`src/rtl/multi_cycle_control_if.sv`:
```
// Control bundle between the multi-cycle controller (master) and its datapath (slave).
interface multi_cycle_control_if;
  logic [5:0] Opcode;
  logic       PCWrite;
  logic       PCWriteCond;
  logic       PCWriteCondNE;
  logic       IorD;
  logic       MemRead;
  logic       MemWrite;
  logic       IRWrite;
  logic       MemtoReg;
  logic       RegWrite;
  logic       RegDst;
  logic       ALUSrcA;
  logic [1:0] ALUSrcB;
  logic [1:0] PCSource;
  logic [2:0] ALUOp;
  logic       Illegal;
  logic [3:0] State;

  modport master (
    input  Opcode,
    output PCWrite, PCWriteCond, PCWriteCondNE, IorD, MemRead, MemWrite, IRWrite,
           MemtoReg, RegWrite, RegDst, ALUSrcA, ALUSrcB, PCSource, ALUOp, Illegal, State
  );

  modport slave (
    output Opcode,
    input  PCWrite, PCWriteCond, PCWriteCondNE, IorD, MemRead, MemWrite, IRWrite,
           MemtoReg, RegWrite, RegDst, ALUSrcA, ALUSrcB, PCSource, ALUOp, Illegal, State
  );
endinterface

```
`src/rtl/multi_cycle_control.sv`:
```
// Multi-cycle MIPS-style main controller; strobes are registered from the next state.
// Optional BNE support (opcode 0x05) is enabled by defining MULTI_CYCLE_CONTROL_BNE_EN.
module multi_cycle_control (
  input  logic                          clk,
  input  logic                          reset,
  multi_cycle_control_if.master         ctl
);

  localparam logic [5:0] OP_RTYPE = 6'h00;
  localparam logic [5:0] OP_LW    = 6'h23;
  localparam logic [5:0] OP_SW    = 6'h2B;
  localparam logic [5:0] OP_BEQ   = 6'h04;
  localparam logic [5:0] OP_J     = 6'h02;
  localparam logic [5:0] OP_ADDI  = 6'h08;
  localparam logic [5:0] OP_ORI   = 6'h0D;

  localparam logic [2:0] ALU_RTYPE = 3'b111;
  localparam logic [2:0] ALU_ADD   = 3'b100;
  localparam logic [2:0] ALU_OR    = 3'b101;
  localparam logic [2:0] ALU_SUB   = 3'b110;

  typedef enum logic [3:0] {
    S_FETCH  = 4'd0,
    S_DECODE = 4'd1,
    S_MEMADR = 4'd2,
    S_MEMRD  = 4'd3,
    S_MEMWB  = 4'd4,
    S_MEMWR  = 4'd5,
    S_EXEC   = 4'd6,
    S_RCOMP  = 4'd7,
    S_BRANCH = 4'd8,
    S_JUMP   = 4'd9,
    S_IEXEC  = 4'd10,
    S_IWB    = 4'd11,
    S_INIT   = 4'd15
  } state_t;

  typedef struct packed {
    logic       pc_write;
    logic       pc_write_cond;
    logic       pc_write_cond_ne;
    logic       iord;
    logic       mem_read;
    logic       mem_write;
    logic       ir_write;
    logic       mem_to_reg;
    logic       reg_write;
    logic       reg_dst;
    logic       alu_src_a;
    logic [1:0] alu_src_b;
    logic [1:0] pc_source;
    logic [2:0] alu_op;
  } ctl_t;

  state_t r_state;
  state_t w_next_state;
  ctl_t   r_ctl;
  ctl_t   w_next_ctl;
  logic   w_illegal;
  logic   w_bne_op;

`ifdef MULTI_CYCLE_CONTROL_BNE_EN
  localparam logic [5:0] OP_BNE = 6'h05;
  assign w_bne_op = (ctl.Opcode == OP_BNE);
`else
  assign w_bne_op = 1'b0;
`endif

  // Next-state decode; Illegal is the only output taken straight from Opcode in DECODE.
  always_comb begin
    w_next_state = S_FETCH;
    w_illegal    = 1'b0;
    case (r_state)
      S_INIT:   w_next_state = S_FETCH;
      S_FETCH:  w_next_state = S_DECODE;
      S_DECODE: begin
        case (ctl.Opcode)
          OP_RTYPE:       w_next_state = S_EXEC;
          OP_LW, OP_SW:   w_next_state = S_MEMADR;
          OP_BEQ:         w_next_state = S_BRANCH;
          OP_J:           w_next_state = S_JUMP;
          OP_ADDI, OP_ORI: w_next_state = S_IEXEC;
          default: begin
            w_next_state = w_bne_op ? S_BRANCH : S_FETCH;
            w_illegal    = ~w_bne_op;
          end
        endcase
      end
      S_MEMADR: w_next_state = (ctl.Opcode == OP_LW) ? S_MEMRD : S_MEMWR;
      S_MEMRD:  w_next_state = S_MEMWB;
      S_EXEC:   w_next_state = S_RCOMP;
      S_IEXEC:  w_next_state = S_IWB;
      default:  w_next_state = S_FETCH;
    endcase
  end

  // Strobes for the state being entered, so the registered copy lines up with State.
  always_comb begin
    w_next_ctl = '0;
    case (w_next_state)
      S_FETCH: begin
        w_next_ctl.mem_read  = 1'b1;
        w_next_ctl.ir_write  = 1'b1;
        w_next_ctl.alu_src_b = 2'b01;
        w_next_ctl.alu_op    = ALU_ADD;
        w_next_ctl.pc_write  = 1'b1;
      end
      S_DECODE: begin
        w_next_ctl.alu_src_b = 2'b11;
        w_next_ctl.alu_op    = ALU_ADD;
      end
      S_MEMADR: begin
        w_next_ctl.alu_src_a = 1'b1;
        w_next_ctl.alu_src_b = 2'b10;
        w_next_ctl.alu_op    = ALU_ADD;
      end
      S_MEMRD: begin
        w_next_ctl.mem_read = 1'b1;
        w_next_ctl.iord     = 1'b1;
      end
      S_MEMWB: begin
        w_next_ctl.mem_to_reg = 1'b1;
        w_next_ctl.reg_write  = 1'b1;
      end
      S_MEMWR: begin
        w_next_ctl.mem_write = 1'b1;
        w_next_ctl.iord      = 1'b1;
      end
      S_EXEC: begin
        w_next_ctl.alu_src_a = 1'b1;
        w_next_ctl.alu_op    = ALU_RTYPE;
      end
      S_RCOMP: begin
        w_next_ctl.reg_dst   = 1'b1;
        w_next_ctl.reg_write = 1'b1;
      end
      S_BRANCH: begin
        w_next_ctl.alu_src_a        = 1'b1;
        w_next_ctl.alu_op           = ALU_SUB;
        w_next_ctl.pc_source        = 2'b01;
        w_next_ctl.pc_write_cond    = (ctl.Opcode == OP_BEQ);
        w_next_ctl.pc_write_cond_ne = w_bne_op;
      end
      S_JUMP: begin
        w_next_ctl.pc_source = 2'b10;
        w_next_ctl.pc_write  = 1'b1;
      end
      S_IEXEC: begin
        w_next_ctl.alu_src_a = 1'b1;
        w_next_ctl.alu_src_b = 2'b10;
        w_next_ctl.alu_op    = (ctl.Opcode == OP_ORI) ? ALU_OR : ALU_ADD;
      end
      S_IWB:   w_next_ctl.reg_write = 1'b1;
      default: w_next_ctl = '0;
    endcase
  end

  always_ff @(posedge clk or negedge reset) begin
    if (!reset) begin
      r_state <= S_INIT;
      r_ctl   <= '0;
    end else begin
      r_state <= w_next_state;
      r_ctl   <= w_next_ctl;
    end
  end

  assign ctl.PCWrite       = r_ctl.pc_write;
  assign ctl.PCWriteCond   = r_ctl.pc_write_cond;
  assign ctl.PCWriteCondNE = r_ctl.pc_write_cond_ne;
  assign ctl.IorD          = r_ctl.iord;
  assign ctl.MemRead       = r_ctl.mem_read;
  assign ctl.MemWrite      = r_ctl.mem_write;
  assign ctl.IRWrite       = r_ctl.ir_write;
  assign ctl.MemtoReg      = r_ctl.mem_to_reg;
  assign ctl.RegWrite      = r_ctl.reg_write;
  assign ctl.RegDst        = r_ctl.reg_dst;
  assign ctl.ALUSrcA       = r_ctl.alu_src_a;
  assign ctl.ALUSrcB       = r_ctl.alu_src_b;
  assign ctl.PCSource      = r_ctl.pc_source;
  assign ctl.ALUOp         = r_ctl.alu_op;
  assign ctl.Illegal       = w_illegal;
  assign ctl.State         = r_state;

endmodule

```
`src/flat_wrapper.sv`:
```
// flat-port wrapper written by rule: the top's interface ports become plain ports
module multi_cycle_control_flat 
  (clk, reset, ctl_Opcode, ctl_PCWrite, ctl_PCWriteCond, ctl_PCWriteCondNE, ctl_IorD, ctl_MemRead, ctl_MemWrite, ctl_IRWrite, ctl_MemtoReg, ctl_RegWrite, ctl_RegDst, ctl_ALUSrcA, ctl_ALUSrcB, ctl_PCSource, ctl_ALUOp, ctl_Illegal, ctl_State);
  multi_cycle_control_if ctl_i ();
  input  logic clk;
  input  logic reset;
  input wire logic [$bits(ctl_i.Opcode)-1:0] ctl_Opcode;
  output wire logic [$bits(ctl_i.PCWrite)-1:0] ctl_PCWrite;
  output wire logic [$bits(ctl_i.PCWriteCond)-1:0] ctl_PCWriteCond;
  output wire logic [$bits(ctl_i.PCWriteCondNE)-1:0] ctl_PCWriteCondNE;
  output wire logic [$bits(ctl_i.IorD)-1:0] ctl_IorD;
  output wire logic [$bits(ctl_i.MemRead)-1:0] ctl_MemRead;
  output wire logic [$bits(ctl_i.MemWrite)-1:0] ctl_MemWrite;
  output wire logic [$bits(ctl_i.IRWrite)-1:0] ctl_IRWrite;
  output wire logic [$bits(ctl_i.MemtoReg)-1:0] ctl_MemtoReg;
  output wire logic [$bits(ctl_i.RegWrite)-1:0] ctl_RegWrite;
  output wire logic [$bits(ctl_i.RegDst)-1:0] ctl_RegDst;
  output wire logic [$bits(ctl_i.ALUSrcA)-1:0] ctl_ALUSrcA;
  output wire logic [$bits(ctl_i.ALUSrcB)-1:0] ctl_ALUSrcB;
  output wire logic [$bits(ctl_i.PCSource)-1:0] ctl_PCSource;
  output wire logic [$bits(ctl_i.ALUOp)-1:0] ctl_ALUOp;
  output wire logic [$bits(ctl_i.Illegal)-1:0] ctl_Illegal;
  output wire logic [$bits(ctl_i.State)-1:0] ctl_State;
  assign ctl_i.Opcode = ctl_Opcode;
  assign ctl_PCWrite = ctl_i.PCWrite;
  assign ctl_PCWriteCond = ctl_i.PCWriteCond;
  assign ctl_PCWriteCondNE = ctl_i.PCWriteCondNE;
  assign ctl_IorD = ctl_i.IorD;
  assign ctl_MemRead = ctl_i.MemRead;
  assign ctl_MemWrite = ctl_i.MemWrite;
  assign ctl_IRWrite = ctl_i.IRWrite;
  assign ctl_MemtoReg = ctl_i.MemtoReg;
  assign ctl_RegWrite = ctl_i.RegWrite;
  assign ctl_RegDst = ctl_i.RegDst;
  assign ctl_ALUSrcA = ctl_i.ALUSrcA;
  assign ctl_ALUSrcB = ctl_i.ALUSrcB;
  assign ctl_PCSource = ctl_i.PCSource;
  assign ctl_ALUOp = ctl_i.ALUOp;
  assign ctl_Illegal = ctl_i.Illegal;
  assign ctl_State = ctl_i.State;
  multi_cycle_control u_core (.clk(clk), .reset(reset), .ctl(ctl_i));
endmodule
```
`config.mk`:
```
export PLATFORM = sky130hd
export DESIGN_NAME = multi_cycle_control_flat
export DESIGN_NICKNAME = d
export VERILOG_FILES = /design/src/rtl/multi_cycle_control_if.sv /design/src/rtl/multi_cycle_control.sv /design/src/flat_wrapper.sv
export SDC_FILE = /design/constraint.sdc
export NUM_CORES = 1
export LEC_CHECK = 0
export ABC_AREA = 1
export BUFFER_PORTS_ARGS = -buffer_cell sky130_fd_sc_hd__buf_4
export CAP_MARGIN = 20
export CORE_MARGIN = 2
export CORE_UTILIZATION = 53
export CTS_CLUSTER_SIZE = 12
export DETAILED_ROUTE_END_ITERATION = 8
export PLACE_DENSITY = 0.85
export SETUP_SLACK_MARGIN = 0.2
export SLEW_MARGIN = 25
export SYNTH_ARGS = -nofsm -noshare
export SYNTH_HDL_FRONTEND = slang
export SYNTH_SLANG_ARGS = --single-unit
```
`constraint.sdc`:
```
create_clock -name clk -period 2 [get_ports clk]
set_input_delay 0.3 -clock clk [delete_from_list [all_inputs] [get_ports clk]]
set_output_delay 0.3 -clock clk [all_outputs]
set_load 0.01 [all_outputs]
```
==> impl_metrics.tcl, run 1 <==
set metrics [dict create \
    path_class "reg -> out" \
    reg2reg_from "u_core.ctl.State[0]$_DFF_PN1_" \
    ys_ff_latch 21 \
    whs_path_depth 4 \
    cts_buffer_depth 2 \
    std_cell_rows 15 \
    finalSetupViolCount 0 \
    dp_hpwl_um 1650 \
    critical_path.slowest_cell "dfstp_2" \
    yosysSeqAreaShare_pct 51.9 \
    status "finished clean" \
    track_usage_pct 19.3 \
    cp_top_family "flip-flops" \
    vias 890 \
    hold_path_end "u_core.ctl.MemWrite$_DFF_PN0_" \
    first_global_vias 739 \
    r2r_slack_ns 0.37 \
    cts_tree "built" \
    grt_use_met1_pct 20.5 \
    synth_ff_type "dfrtp_1" \
    muxShareOfSynthArea_pct 0 \
    synth_compound_area_share_pct 6.73 \
    fin_nets 166 \
    die_width_um 47.9 \
    yosys_warnings 0 \
    avgSynthCellArea_um2 8.38 \
    syn_inst 122 \
    fin_skew_ns 0.00256 \
    critPathCaptureType "output port" \
    hold_start "ctl_Opcode[1]" \
    tns_ns 0 \
    r2r_end "u_core.ctl.ALUOp[1]$_DFF_PN0_" \
    synthTopCellsByArea "dfrtp_1, dfstp_2, nand2_1" \
    htree_num_levels 1 \
    cts_buffers 3 \
    met3_usage_pct 3.40 \
    leakage_nw 0.738 \
    io_pins 31 \
    synth_top_area_share_pct 41.6 \
    drv_slew 0 \
    worstHoldPathType "in -> reg" \
    finalHoldViolations 0 \
    syn-num-nets 130 \
    synth_common_cells "nand2_1, inv_1, dfrtp_1" \
    antenna_found_initial 0 \
    routedWlPerCell_um 11.5 \
    synthToLayoutAreaGrowth_pct 29.7 \
    post-place-ws_ns 0.468 \
    synth.most_common_cell "nand2_1" \
    clkSlewWorstSetupHoldPaths_ns 0.10 \
    p_per_area_nw_per_um2 910 \
    critPathLaunchType "flop" \
    overflow 0 \
    synth_top_family_by_area "simple AND/OR/NAND/NOR gates" \
    synth-edff-count 0 \
    ir_worst_vdd_uv 461 \
    syn-cell-area_um2 1020 \
    cts.sinks 21 \
    port_buffers 29 \
    synth_fa_ha_area_share_pct 0 \
    diodes 0 \
    die-height_um 47.9 \
    crit_arrival_ns 1.42 \
    drcViolationCount 0 \
    start_util_pct 57.9 \
    drt_iter0_markers 28 \
    max_cap_viol_count 0 \
    min_period_over_period_pct 86.1 \
    grt.busiest_layer "met2" \
    finalWorstSetupSlack_ns 0.278 \
    yosysTopAreaCell "dfrtp_1" \
    dieArea_um2 2300 \
    r2r.worst_path.cells 10 \
    insertion_delay_ns 0.30 \
    period_minus_slack_ns 1.72 \
    yosys.area_share.simple_pct 31.8 \
    ant_nets 0 \
    synth_xor_area_share_pct 0 \
    grt_max_degree 22 \
    dr.pass1.iters 4 \
    rsz0062_at_grt "no" \
    core_area_um2 1760 \
    cts_root_buffer "clkbuf_4" \
    final_layout_size_suffix_gt1_share_pct 39.5 \
    worstPathRequired_ns 1.70 \
    drt-vias-per-instance 4.89 \
    gp_congestion 0.862 \
    worst-path-buf-inv 2 \
    grt_pass1_wl_um 2990 \
    crit_chain "inv_2, nor2_4, nand2_2, nor3_2, buf_4" \
    async_flop_share_pct 100 \
    cp_num_cells 5 \
    yosys.cell_types.count 23 \
    drt_wl_total_um 2090 \
    crit_fanout 4 \
    fmax_ghz 0.581 \
    slowest_delay_ns 0.56 \
    grt.met2_usage_pct 37.6 \
]
## placed cells by master (no fill, tap or decap), drive strengths merged
cell / instances
nor3: 3
a21oi: 3
o21a: 1
o21bai: 1
or2: 1
nand3b: 1
dfrtp: 17
inv: 23
clkinv: 1
nand4: 1
nand3: 11
dlygate4sd3: 1
o31ai: 2
conb: 1
dfstp: 4
o21ai: 4
nor2: 21
buf: 31
nand2: 27
clkbuf: 3
## per-layer routing
layer  wire length (um)  part of all wire, %
met4                 35                  1.7
met1                843                   40
met3                105                  5.0
met2               1100                   53
met5                  0                    0
## metrics by stage
stage	std cells	area (um2)	utilization [%]	hold WS, ns	power [mW]
after global routing	182	1330	75.2	0.344	1.28
after global placement	175	1260	71.6	0.185	0.952
final	182	1330	75.2	0.339	1.21
after detailed placement	175	1260	71.6	0.186	0.976
after CTS	181	1310	74.2	0.340	1.18
after floorplan	122	1020	-	0.00441	0.779
## where the power goes
part / internal (mW) / leakage, nW / switching, mW
Sequential: 0.507 / 0.260 / 0.0331
Combinational: 0.210 / 0.460 / 0.265
Clock: 0.0745 / 0.0177 / 0.118
## sequential cells by signal, summed over array words and instances (netlist names), 2 cells and up
signal / count
u_core.ctl.ALUOp: 3
u_core.ctl.State: 4
u_core.ctl.ALUSrcB: 2
u_core.ctl.PCSource: 2
## worst max path at each step
stage / startpoint / end / slack [ns]
after floorplan: u_core.ctl.State[0]$_DFF_PN1_ / ctl_Illegal / 0.55
after global placement: u_core.ctl.State[0]$_DFF_PN1_ / ctl_Illegal / 0.55
after detailed placement: u_core.ctl.State[0]$_DFF_PN1_ / u_core.ctl.ALUOp[1]$_DFF_PN0_ / 0.47
after CTS: u_core.ctl.State[0]$_DFF_PN1_ / ctl_Illegal / 0.21
after global routing: u_core.ctl.State[0]$_DFF_PN1_ / ctl_Illegal / 0.21
final: u_core.ctl.State[0]$_DFF_PN1_ / ctl_Illegal / 0.28
## worst register-to-register path, cell delays in order (launching register included)
cell     delay (ns)
dfstp_2        0.56
inv_2          0.07
nor2_4         0.10
nand2_2        0.09
buf_4          0.15
inv_2          0.07
nand2_2        0.08
nand2_1        0.10
nand2_2        0.07
nand3_2        0.13
o21ai_1        0.10
## logic make-up (layout without fill, tap and decap cells)
kind of cell	count (synthesis)	count (layout)
flip-flops	21	21
AO/OA/AOI/OAI	11	11
other	1	1
AND/OR/NAND/NOR	65	65
buffers and inverters	24	59
## timing repair
item / CTS / global route
gates resized for setup: 0 / 2
endpoints found under the hold margin: 17 / 0
pin swaps: 0 / 1
buffers inserted: 1 / 1
hold buffers: 1 / 0
setup endpoints to repair: 1 / 1
## area by class of cell
type	count	area [um2]
fillers	159	438
inverters	23	86.3
clock buffers	3	22.5
well taps	25	31.3
clock inverters	1	5.00
flip-flops and latches	21	531
multi-input cells	77	408
repair buffers	32	243
No activity file was read; power rests on OpenSTA's default activity.
==> run 2, diff against run 1 <==
--- a/config.mk
+++ b/config.mk
@@ -14,6 +14,7 @@
 export DETAILED_ROUTE_END_ITERATION = 8
 export PLACE_DENSITY = 0.85
 export SETUP_SLACK_MARGIN = 0.2
+export SKIP_CTS_REPAIR_TIMING = 1
 export SLEW_MARGIN = 25
 export SYNTH_ARGS = -nofsm -noshare
 export SYNTH_HDL_FRONTEND = slang
==> constraint.sdc (replaced) <==
create_clock -name clk -period 2.2 [get_ports clk]
set_input_delay 0.22 -clock clk [delete_from_list [all_inputs] [get_ports clk]]
set_output_delay 0.22 -clock clk [all_outputs]
set_load 0.01 [all_outputs]
==> impl_metrics.tcl, run 2 (same netlist as run 1, synthesis figures left out) <==
set metrics [dict create \
    path_class "reg -> out" \
    drt_iter0_markers 31 \
    internal_power_mw 0.691 \
    core_area_um2 1760 \
    seqPwrFrac_pct 46.9 \
    drt-vias-per-instance 4.87 \
    port_buffers 29 \
    r2r_slack_ns 0.70 \
    slowest_delay_ns 0.59 \
    drt_wl_total_um 2000 \
    p_clk_share_pct 17.1 \
    cts_buffer_depth 2 \
    first_global_vias 757 \
    start_util_pct 57.9 \
    grt_pass1_wl_um 3080 \
    cts_tree "built" \
    die_width_um 47.9 \
    drv_slew 0 \
    ant_nets 0 \
    dieArea_um2 2300 \
    final_common_cell "buf_4" \
    drcViolationCount 0 \
    p_sw_share_pct 34.3 \
    fin_skew_ns 0.00258 \
    track_usage_pct 19.5 \
    combPwrFrac_pct 35.9 \
    grt_max_degree 22 \
    worstHoldPathType "in -> reg" \
    crit_fanout 5 \
    finalSetupViolCount 0 \
    die-height_um 47.9 \
    tns_ns 0 \
    final_cell_mix "buf_4, nand2_1, inv_1" \
    worst-path-buf-inv 2 \
    p_per_area_nw_per_um2 808 \
    critPathLaunchType "flop" \
    worstPathRequired_ns 1.98 \
    clkSlewWorstSetupHoldPaths_ns 0.11 \
    std_cell_rows 15 \
    power.switching_mw 0.361 \
    critPathCaptureType "output port" \
    cp_top_family "flip-flops" \
    htree_num_levels 1 \
    crit_chain "inv_2, nor2_2, nand2_2, nor3_1, buf_4" \
    antenna_found_initial 0 \
    period_minus_slack_ns 1.78 \
    leakage_nw 0.727 \
    routedWlPerCell_um 11.1 \
    vias 876 \
    gp_congestion 0.878 \
    crit_arrival_ns 1.56 \
    fin_nets 164 \
    ir_worst_vdd_uv 400 \
    largest_reg_flops 4 \
    insertion_delay_ns 0.30 \
    cts_buffers 3 \
    io_pins 31 \
    dp_hpwl_um 1590 \
    cts.sinks 21 \
    min_period_over_period_pct 80.7 \
    holdWs_ns 0.261 \
    fmax_ghz 0.563 \
    overflow 0 \
    status "finished clean" \
    critical_path.slowest_cell "dfstp_2" \
    cts_root_buffer "clkbuf_4" \
    synthToLayoutAreaGrowth_pct 27.3 \
    diodes 0 \
    power_mw 1.05 \
    rsz0062_at_grt "no" \
    dr.pass1.iters 4 \
    max_cap_viol_count 0 \
    finalHoldViolations 0 \
    final_layout_size_suffix_gt1_share_pct 38.1 \
]
==> run 2: changes by cell type in the layout (fill, tap and decap cells not counted), sizes merged <==
cell,delta
buf,-2
==> run 2: area by class of cell <==
cell class	count	area, um2
flip-flops and latches	21	531
fillers	139	463
multi-input cells	77	398
repair buffers	30	228
inverters	23	86.3
well taps	25	31.3
clock buffers	3	22.5
clock inverters	1	5.00
==> run 2: per-layer routing <==
metal  vias up  wire length (um)  GRT usage (%)
met5         -                 0              0
met4         0                47           8.11
met3         5               109           2.26
met2        37               997           35.2
met1       394               840           23.1
li1        440                 -              -
==> run 2: stage by stage <==
stage | std cells | utilization, % | instance area (um2) | setup slack [ns]
3_3_place_gp | 175 | 71.6 | 1260 | 0.756
5_1_grt | 180 | 73.8 | 1300 | 0.356
4_1_cts | 179 | 73.2 | 1290 | 0.441
3_5_place_dp | 175 | 71.6 | 1260 | 0.731
6_report | 180 | 73.8 | 1300 | 0.424
2_1_floorplan | 122 | - | 1020 | 0.806
==> run 2: final timing paths <==
path | startpoint | end | cells after the start
setup reg to reg | u_core.ctl.State[0]$_DFF_PN1_ | u_core.ctl.ALUOp[1]$_DFF_PN0_ | 9
max in group asynchronous | reset | u_core.ctl.State[1]$_DFF_PN1_ | 2
min in group asynchronous | reset | u_core.ctl.PCWrite$_DFF_PN0_ | 2
hold reg to reg | u_core.ctl.State[1]$_DFF_PN1_ | u_core.ctl.MemtoReg$_DFF_PN0_ | 2
hold / removal | ctl_Opcode[1] | u_core.ctl.MemWrite$_DFF_PN0_ | 4
setup / recovery | u_core.ctl.State[0]$_DFF_PN1_ | ctl_Illegal | 5
==> run 2: tightest hold or removal path: stages <==
cell	delay [ns]
buf_4	0.13
nand2_1	0.07
o31ai_1	0.07
inv_1	0.04
==> run 2: power groups by stage <==
stage | Sequential [mW] | Combinational (mW) | Clock [mW]
2_1_floorplan | 0.534 | 0.175 | 0
3_3_place_gp | 0.497 | 0.368 | 0
3_5_place_dp | 0.503 | 0.377 | 0
4_1_cts | 0.495 | 0.380 | 0.183
5_1_grt | 0.503 | 0.418 | 0.199
6_report | 0.494 | 0.378 | 0.180
==> run 3, diff against run 2 <==
--- a/config.mk
+++ b/config.mk
@@ -9,10 +9,10 @@
 export BUFFER_PORTS_ARGS = -buffer_cell sky130_fd_sc_hd__buf_4
 export CAP_MARGIN = 20
 export CORE_MARGIN = 2
-export CORE_UTILIZATION = 53
+export CORE_UTILIZATION = 49
 export CTS_CLUSTER_SIZE = 12
 export DETAILED_ROUTE_END_ITERATION = 8
-export PLACE_DENSITY = 0.85
+export PLACE_DENSITY = 0.8
 export SETUP_SLACK_MARGIN = 0.2
 export SKIP_CTS_REPAIR_TIMING = 1
 export SLEW_MARGIN = 25
==> constraint.sdc (replaced) <==
create_clock -name clk -period 1.75 [get_ports clk]
set_input_delay 0.175 -clock clk [delete_from_list [all_inputs] [get_ports clk]]
set_output_delay 0.175 -clock clk [all_outputs]
set_load 0.01 [all_outputs]
==> impl_metrics.tcl, run 3 (same netlist as run 1, synthesis figures left out) <==
set metrics [dict create \
    first_global_vias 844 \
    dp.cells 177 \
    core_area_um2 1960 \
    cts_root_buffer "clkbuf_4" \
    drcViolationCount 0 \
    routedWlPerCell_um 11.4 \
    leakage_nw 0.742 \
    drt_wl_total_um 2100 \
    vias 878 \
    die_width_um 49.7 \
    std_cell_rows 16 \
    final_layout_size_suffix_gt1_share_pct 39.9 \
    insertion_delay_ns 0.30 \
    ir_worst_vdd_uv 530 \
    rsz0062_at_grt "yes" \
    period_minus_slack_ns 1.66 \
    htree_num_levels 1 \
    gp_congestion 0.829 \
    largest_reg_flops 4 \
    final_common_cell "buf_4" \
    dp_hpwl_um 1630 \
    finalSetupViolCount 0 \
    drt_iter0_markers 21 \
    max_cap_viol_count 0 \
    worstPathRequired_ns 1.57 \
    grt_pass1_wl_um 3480 \
    synthToLayoutAreaGrowth_pct 31.8 \
    internal_power_mw 0.930 \
    cts.sinks 21 \
    cts_buffers 3 \
    fin_nets 167 \
    status "finished clean" \
    clkSlewWorstSetupHoldPaths_ns 0.10 \
    crit_arrival_ns 1.48 \
    critPathCaptureType "output port" \
    p_clk_share_pct 15.7 \
    ant_nets 0 \
    fmax_ghz 0.604 \
    final_cell_mix "buf_4, nand2_1, inv_1" \
    drv_slew 0 \
    fin_skew_ns 0.00259 \
    track_usage_pct 18.6 \
    p_per_area_nw_per_um2 1050 \
    overflow 0 \
    start_util_pct 52.1 \
    antenna_found_initial 0 \
    power.switching_mw 0.486 \
    critPathLaunchType "flop" \
    grt_max_degree 22 \
    die-height_um 49.7 \
    cts_buffer_depth 2 \
    stdcell_count 185 \
    finalHoldViolations 0 \
    drt-vias-per-instance 4.75 \
    crit_fanout 5 \
    fin_util_pct 68.7 \
    combPwrFrac_pct 40.1 \
    cts_tree "built" \
    diodes 0 \
    worstHoldPathType "in -> reg" \
    seqPwrFrac_pct 44.2 \
    p_sw_share_pct 34.3 \
    port_buffers 29 \
    io_pins 31 \
    dieArea_um2 2470 \
    path_class "reg -> out" \
    min_period_over_period_pct 94.6 \
    tns_ns 0 \
    dr.pass1.iters 5 \
]
run 3: cell count changes in the layout (fill, tap and decap cells not counted), sizes merged:
cell,before,now
clkbuf,3,4
clkinv,1,0
buf,29,32
run 3: power by group through the flow:
| stage | combinational, mW | clock (mW) | sequential [mW] |
|---|---|---|---|
| after floorplan | 0.219 | 0 | 0.671 |
| after global placement | 0.469 | 0 | 0.626 |
| after detailed placement | 0.479 | 0 | 0.629 |
| after CTS | 0.481 | 0.229 | 0.619 |
| after global routing | 0.621 | 0.254 | 0.632 |
| final | 0.568 | 0.222 | 0.626 |
run 3: area by class of cell:
| cell class | instances | area, um2 |
|---|---|---|
| Fill cell | 177 | 614 |
| Inverter | 23 | 88.8 |
| Timing Repair Buffer | 33 | 250 |
| Clock buffer | 4 | 26.3 |
| Sequential cell | 21 | 531 |
| Tap cell | 27 | 33.8 |
| Multi-Input combinational cell | 77 | 418 |
run 3: critical path, stage by stage, from the launching register on:
cell and delay, ns:
dfstp_2 0.60, inv_4 0.06, nor2_4 0.14, nand2_4 0.08
nor3_2 0.16, buf_4 0.14
run 3: metrics by stage:
| stage | total power, mW | setup slack (ns) | cell area [um2] | hold slack [ns] |
|---|---|---|---|---|
| final | 1.42 | 0.0944 | 1350 | 0.211 |
| after global routing | 1.51 | 0.0292 | 1350 | 0.244 |
| after CTS | 1.33 | 0.0371 | 1290 | -0.267 |
| after detailed placement | 1.11 | 0.203 | 1270 | 0.0652 |
| after global placement | 1.09 | 0.224 | 1270 | 0.0602 |
| after floorplan | 0.891 | 0.356 | 1020 | -0.121 |
run 3: final timing paths:
kind	from	end	slack (ns)	cells after the start
setup / recovery	u_core.ctl.State[0]$_DFF_PN1_	ctl_Illegal	0.09	5
hold / removal	ctl_Opcode[1]	u_core.ctl.MemWrite$_DFF_PN0_	0.21	4
setup reg to reg	u_core.ctl.State[0]$_DFF_PN1_	u_core.ctl.PCWrite$_DFF_PN0_	0.15	9
hold reg to reg	u_core.ctl.State[2]$_DFF_PN1_	u_core.ctl.RegDst$_DFF_PN0_	0.56	2
max in group asynchronous	reset	u_core.ctl.State[0]$_DFF_PN1_	1.20	2
min in group asynchronous	reset	u_core.ctl.MemRead$_DFF_PN0_	0.28	2
run 3: metal layers:
layer,track usage (%),up-vias,wire [um]
met1,21.9,398,903
met3,2.12,3,82
met4,9.72,0,31
li1,-,443,-
met2,33.1,34,1080
met5,0,-,0
